### src/rtl/pipe_stage_skid.sv
// Inter-stage pipeline register with a valid/ready handshake, an optional 2-entry skid buffer
// and a synchronous flush that turns held entries into bubbles with zeroed control.
module pipe_stage_skid #(
  parameter int unsigned DATA_W = 101,
  parameter int unsigned CTRL_W = 4,
  parameter int unsigned SKID   = 1
) (
  input  logic              i_clk,
  input  logic              i_rst,
  input  logic              i_flush,
  input  logic              i_valid,
  output logic              o_ready,
  input  logic [DATA_W-1:0] i_data,
  input  logic [CTRL_W-1:0] i_ctrl,
  output logic              o_valid,
  input  logic              i_ready,
  output logic [DATA_W-1:0] o_data,
  output logic [CTRL_W-1:0] o_ctrl,
  output logic [1:0]        o_occupancy
);

  logic              h_valid_q, h_valid_d;
  logic [DATA_W-1:0] h_data_q, h_data_d;
  logic [CTRL_W-1:0] h_ctrl_q, h_ctrl_d;
  logic              s_valid_q, s_valid_d;
  logic [DATA_W-1:0] s_data_q, s_data_d;
  logic [CTRL_W-1:0] s_ctrl_q, s_ctrl_d;
  logic              accept, drain;

  // With the skid entry, ready depends only on a flop, breaking the backward path.
  assign o_ready = (SKID != 0) ? ~s_valid_q : (~h_valid_q | i_ready);
  assign accept  = i_valid & o_ready;
  assign drain   = h_valid_q & i_ready;

  always_comb begin
    h_valid_d = h_valid_q;
    h_data_d  = h_data_q;
    h_ctrl_d  = h_ctrl_q;
    s_valid_d = s_valid_q;
    s_data_d  = s_data_q;
    s_ctrl_d  = s_ctrl_q;
    if (i_flush) begin
      h_valid_d = 1'b0;
      s_valid_d = 1'b0;
    end else if (s_valid_q) begin
      // Skid full means o_ready is low, so no accept can coincide with this move.
      if (drain) begin
        h_valid_d = 1'b1;
        h_data_d  = s_data_q;
        h_ctrl_d  = s_ctrl_q;
        s_valid_d = 1'b0;
      end
    end else if (h_valid_q && !drain) begin
      if (accept && (SKID != 0)) begin
        s_valid_d = 1'b1;
        s_data_d  = i_data;
        s_ctrl_d  = i_ctrl;
      end
    end else begin
      h_valid_d = accept;
      if (accept) begin
        h_data_d = i_data;
        h_ctrl_d = i_ctrl;
      end
    end
  end

  always_ff @(posedge i_clk) begin
    if (i_rst) begin
      h_valid_q <= 1'b0;
      h_data_q  <= '0;
      h_ctrl_q  <= '0;
      s_valid_q <= 1'b0;
      s_data_q  <= '0;
      s_ctrl_q  <= '0;
    end else begin
      h_valid_q <= h_valid_d;
      h_data_q  <= h_data_d;
      h_ctrl_q  <= h_ctrl_d;
      s_valid_q <= s_valid_d;
      s_data_q  <= s_data_d;
      s_ctrl_q  <= s_ctrl_d;
    end
  end

  assign o_valid     = h_valid_q;
  assign o_data      = h_data_q;
  assign o_ctrl      = h_valid_q ? h_ctrl_q : '0;
  assign o_occupancy = 2'(h_valid_q) + 2'(s_valid_q);

endmodule

### config.mk
export PLATFORM = sky130hd
export DESIGN_NAME = pipe_stage_skid
export DESIGN_NICKNAME = d
export VERILOG_FILES = /design/src/rtl/pipe_stage_skid.sv
export SDC_FILE = /design/constraint.sdc
export NUM_CORES = 1
export LEC_CHECK = 0
export BUFFER_PORTS_ARGS = -buffer_cell sky130_fd_sc_hd__buf_2
export CAP_MARGIN = 10
export CORE_UTILIZATION = 50
export DETAILED_ROUTE_END_ITERATION = 7
export HOLD_SLACK_MARGIN = 0.08
export PLACE_DENSITY = 0.74
export SLEW_MARGIN = 20
export SYNTH_ARGS = -nofsm -noshare
export SYNTH_HDL_FRONTEND = slang
export SYNTH_SLANG_ARGS = --single-unit
### constraint.sdc
create_clock -name i_clk -period 2.15 [get_ports i_clk]
set_clock_uncertainty 0.05 [all_clocks]
set_input_delay 0.43 -clock i_clk [delete_from_list [all_inputs] [get_ports i_clk]]
set_output_delay 0.43 -clock i_clk [all_outputs]
set_load 0.02 [all_outputs]
[Word level (Yosys, flattened, before mapping)]
Index checks and enable logic that the tools add are counted.
Widths: inputs -> output; s select.
Cells by class
  add/sub/neg operators: 1
  equal/unequal tests: 2
  muxes and demuxes: 16
  bitwise logic cells: 4
  reduce and logical (&&, ||, !) cells: 7
Operator list (count)
  $mux 101: 4
  $mux 4: 5
  $reduce_and 4->1: 2
  $mux 1: 7
  $add 1x1->2: 1
  $and 1x1->1: 2
  $ne 2x1->1 const B: 1
  $ne 2x2->1 const B: 1
  $not 1->1: 2
  $reduce_and 2->1: 1
  $reduce_bool 2->1: 1
  $reduce_or 2->1: 1
  $logic_and 1x1->1: 1
  $logic_not 1->1: 1
Word-level totals
  bits in registers: 212
  output and inout port bits: 109
  word-level logic and storage cells: 36

[Logic depth before layout (Yosys ltp)]
  depth in word-level cells: 5
  mapped depth: 6

[Least setup slack after synthesis]
Ideal clock, no wire load.
  path type: reg2reg
  start: register h_valid_q, in the netlist o_valid
  end: register h_data_q[19], in the netlist o_data[19]
  setup time: 0.121 ns
  arrival: 1.492 ns
  data required time: 1.979 ns
  path slack: 0.487 ns
  stages on the path, launching flop included: 6
  buffers on the path: 2
  clock period less this slack: 1.663 ns
  path through: dfxtp_1 -> and2_1 -> o221ai_2 -> buf_6 -> buf_6 -> mux2_4
On the way
  word-level cells in the longest chain between the ends: 5
  elaborated cells on any way between the ends: 6
RTL lines
  start, declared: line 22  | logic h_valid_q, h_valid_d;
  start signal, assigned: line 77  | h_valid_q <= h_valid_d;
  $and 1x1->1: line 33  | assign drain = h_valid_q & i_ready;
  $logic_not 1->1: line 53  | end else if (h_valid_q && !drain) begin
  $logic_and 1x1->1: line 53
  $ne 2x2->1 (no line)
  $reduce_and 4->1 (no line) *
  end signal, assigned: line 78  | h_data_q <= h_data_d;
  end, declared: line 23  | logic [DATA_W-1:0] h_data_q, h_data_d;
Every way passes the cells marked *; elsewhere a longest branch is shown, timed or not.
A chain may end at the register's enable or synchronous reset.

[Worst setup path in the final report]
  start: register h_valid_q, in the netlist o_valid
  end: output port o_ctrl[3]
On the way
  word-level cells in the longest chain between the ends: 1
RTL lines
  $mux 4: line 88  | assign o_ctrl = h_valid_q ? h_ctrl_q : '0;
  end, declared: line 18  | output logic [CTRL_W-1:0] o_ctrl,
No other way between the ends.

==> metrics <==
Reg-to-Reg End s_data_q[53]$_SDFFE_PP0P_; global-route wire length before repair 37,000 um; H-tree depth 1; Period Utilization, post-route 91.3%; DR WL/cell 14.7 um; Startpoint Class register; reg2reg setup slack 0.33 ns; clk buf depth 3; antenna violations before repair 5; Die W 148 um; synthesis-to-layout area growth 21.2%; average cell area after synthesis 10.2 sq um; Hold Path Sink o_valid$_SDFFE_PP0P_; Setup TNS 0 ns; Crit path arrival time 1.48 ns; Fin. Hold Viols 0; synth top area cells dfxtp_1 (40%), mux2i_1 (20%), nand2b_1 (12%), mux2_4 (7.0%), nor2b_1 (6.2%); slowest stage delay, CP 0.47 ns; die area 0.0219 sq mm; area of placed instances 0.0121 sq mm; DRT iter0 DRCs 225; DRC errors left 0; Crit path required time 1.67 ns; CTS clk-pin slew, worst paths 0.06 ns; area leader, netlist dfxtp_1; # fillers 1,754; Total GRT Usage 20.4%; cell area after layout 0.0129 sq mm; root buffer cell clkbuf_16; total CTS buffers 25; Pwr Density 729 mW/mm^2; die height 148 um; grt total ovfl 0; # Max-Cap Violations 0; clock latency on the worst-skew pair 0.51 ns; drt first pass iters 4; hpwl dp 15,300 um; max-slew violation count 0; sequential share of the synthesized area 39.8%; Final ANT Viol Nets 0; Rel. slew slack 67.7%; via/cell ratio 4.92; # port buffers 218; FF+latch count, synth 212; commonest non-fill, non-tap cell in the layout buf_2; RD Place Congestion 0.767; Post-layout nets 1,355; CTS tree built; num rows 53; cell-by-cell trace of the critical path buf_4, and2_1, buf_2; syn_nets 1,156; share of the synthesized area in the top cell type 39.8%; Post-Route WL 22,600 um; Core Area 0.0210 sq mm; hold path start i_flush; leakage dissipation 5.40 nW; reg2reg start s_valid_q$_SDFF_PP0_; most frequent cells in the layout buf_2 (217), nand2b_1 (211), dfxtp_1 (211); Finish-stage setup viols 0; synth warn 0; Distinct cells, synth 23; Slew @ Worst Pin 0.484 ns; HP Class in -> reg; vias post-DR 7,576; VDD IR max 552 uV; f_max 510 MHz; CTS sink count 212; vias in the first global route 7,471; final period demand of the worst path 1.96 ns; status finished clean; FF+latch area 0.00425 sq mm; Worst Path Max Fanout 7; layout cell share with drive strength beyond 1 31.7%; I/O pins 219; Initial Util 50.9%; RSZ-0062 raised after global routing no; Hold Path Depth 2; cts hold-fix bufs 0; largest net degree at the start of global routing 80; Mapped Area 0.0107 sq mm; worst reg2reg path depth 5; Max stage delay cell, worst path dfxtp_1; area of the multi-input gates 0.00595 sq mm; Setup CP Type reg -> out; fin util 61.7%; crit end category output pin; Syn Inst Count 1,045
where the power goes:
part           leakage [nW]  switching (mW)  internal, mW  total, mW
sequential             1.72          0.0609          4.05       4.11
combinational          3.28           0.553         0.541       1.09
clock                 0.405            1.62          2.59       4.22
how the worst max path moves through the flow:
| stage | startpoint | to | slack (ns) | depth (start not counted) |
|---|---|---|---|---|
| after floorplan | o_valid$_SDFFE_PP0P_ | o_data[19]$_SDFFE_PP0P_ | 0.49 | 5 |
| after global placement | i_ready | o_data[27]$_SDFFE_PP0P_ | 0.21 | 6 |
| after detailed placement | i_ready | o_data[32]$_SDFFE_PP0P_ | 0.19 | 6 |
| after CTS | s_valid_q$_SDFF_PP0_ | o_ready | 0.02 | 3 |
| after global routing | o_valid$_SDFFE_PP0P_ | o_ctrl[2] | 0.11 | 3 |
| final | o_valid$_SDFFE_PP0P_ | o_ctrl[3] | 0.19 | 3 |
metrics by stage:
stage | worst slack, ns | hold WS, ns | total power [mW] | instances
global placement | 0.214 | 0.407 | 5.27 | 1487
CTS | 0.0216 | 0.0810 | 9.52 | 1533
finish | 0.187 | 0.103 | 9.43 | 1541
global route | 0.109 | 0.106 | 9.81 | 1541
detailed placement | 0.191 | 0.415 | 5.29 | 1487
floorplan | 0.487 | 0.398 | 4.93 | 1045
synthesized netlist by cell type:
master and instances:
dfxtp_1 212, nand2b_1 211, mux2i_1 210, nor2_1 106, nor2b_1 105, mux2_2 55
mux2_4 50, clkbuf_1 41, buf_2 17, buf_6 9, buf_4 8, and2_1 5
buf_8 5, buf_1 2, a2111oi_0 1, a22oi_1 1, ha_1 1, inv_1 1
inv_2 1, nand2_1 1, nor3_1 1, nor4_1 1, o221ai_2 1
cell type report:
| class | instances | area share (%) |
|---|---|---|
| clock buffer | 39 | 5.71 |
| sequential | 212 | 32.8 |
| inverter | 2 | 0.0580 |
| antenna | 3 | 0.0580 |
| multi-input combinational | 749 | 46.0 |
| tap | 275 | 2.66 |
| timing repair buffer | 254 | 11.9 |
| clock inverter | 7 | 0.706 |
logic make-up after synthesis:
| family | Yosys count | synth area share (%) |
|---|---|---|
| AND/OR/NAND/NOR | 430 | 22.7 |
| multiplexers | 315 | 32.5 |
| flip-flops | 212 | 39.8 |
| buffers and inverters | 84 | 4.60 |
| AO/OA/AOI/OAI | 3 | 0.293 |
| adder cells (fa/ha/maj) | 1 | 0.117 |
worst max-delay path, delay by kind of cell, from the launching register on:
family                 cells  cell delay, ns
flip-flops                 1            0.47
buffers and inverters      2            0.38
AND/OR/NAND/NOR            1            0.12
flip-flops by register name (all words and copies together), names as in the netlist:
register	flops
s_data_q	101
s_valid_q	1
o_valid	1
h_ctrl_q	4
s_ctrl_q	4
o_data	101
per-layer routing:
metal / global-route usage [%] / routed length (um) / up-vias
met3: 5.49 / 1470 / 27
met5: 0 / 10 / -
met4: 5.62 / 372 / 2
met2: 34.2 / 10400 / 157
met1: 25.8 / 10300 / 3553
li1: - / - / 3837
timing repair:
item / CTS / global route
hold endpoints to repair: 0 / 0
endpoints found under the setup margin: 1 / 1
setup buffers: 0 / 5
gates resized for setup: 2 / 0
(Power assumes the default switching activity.)
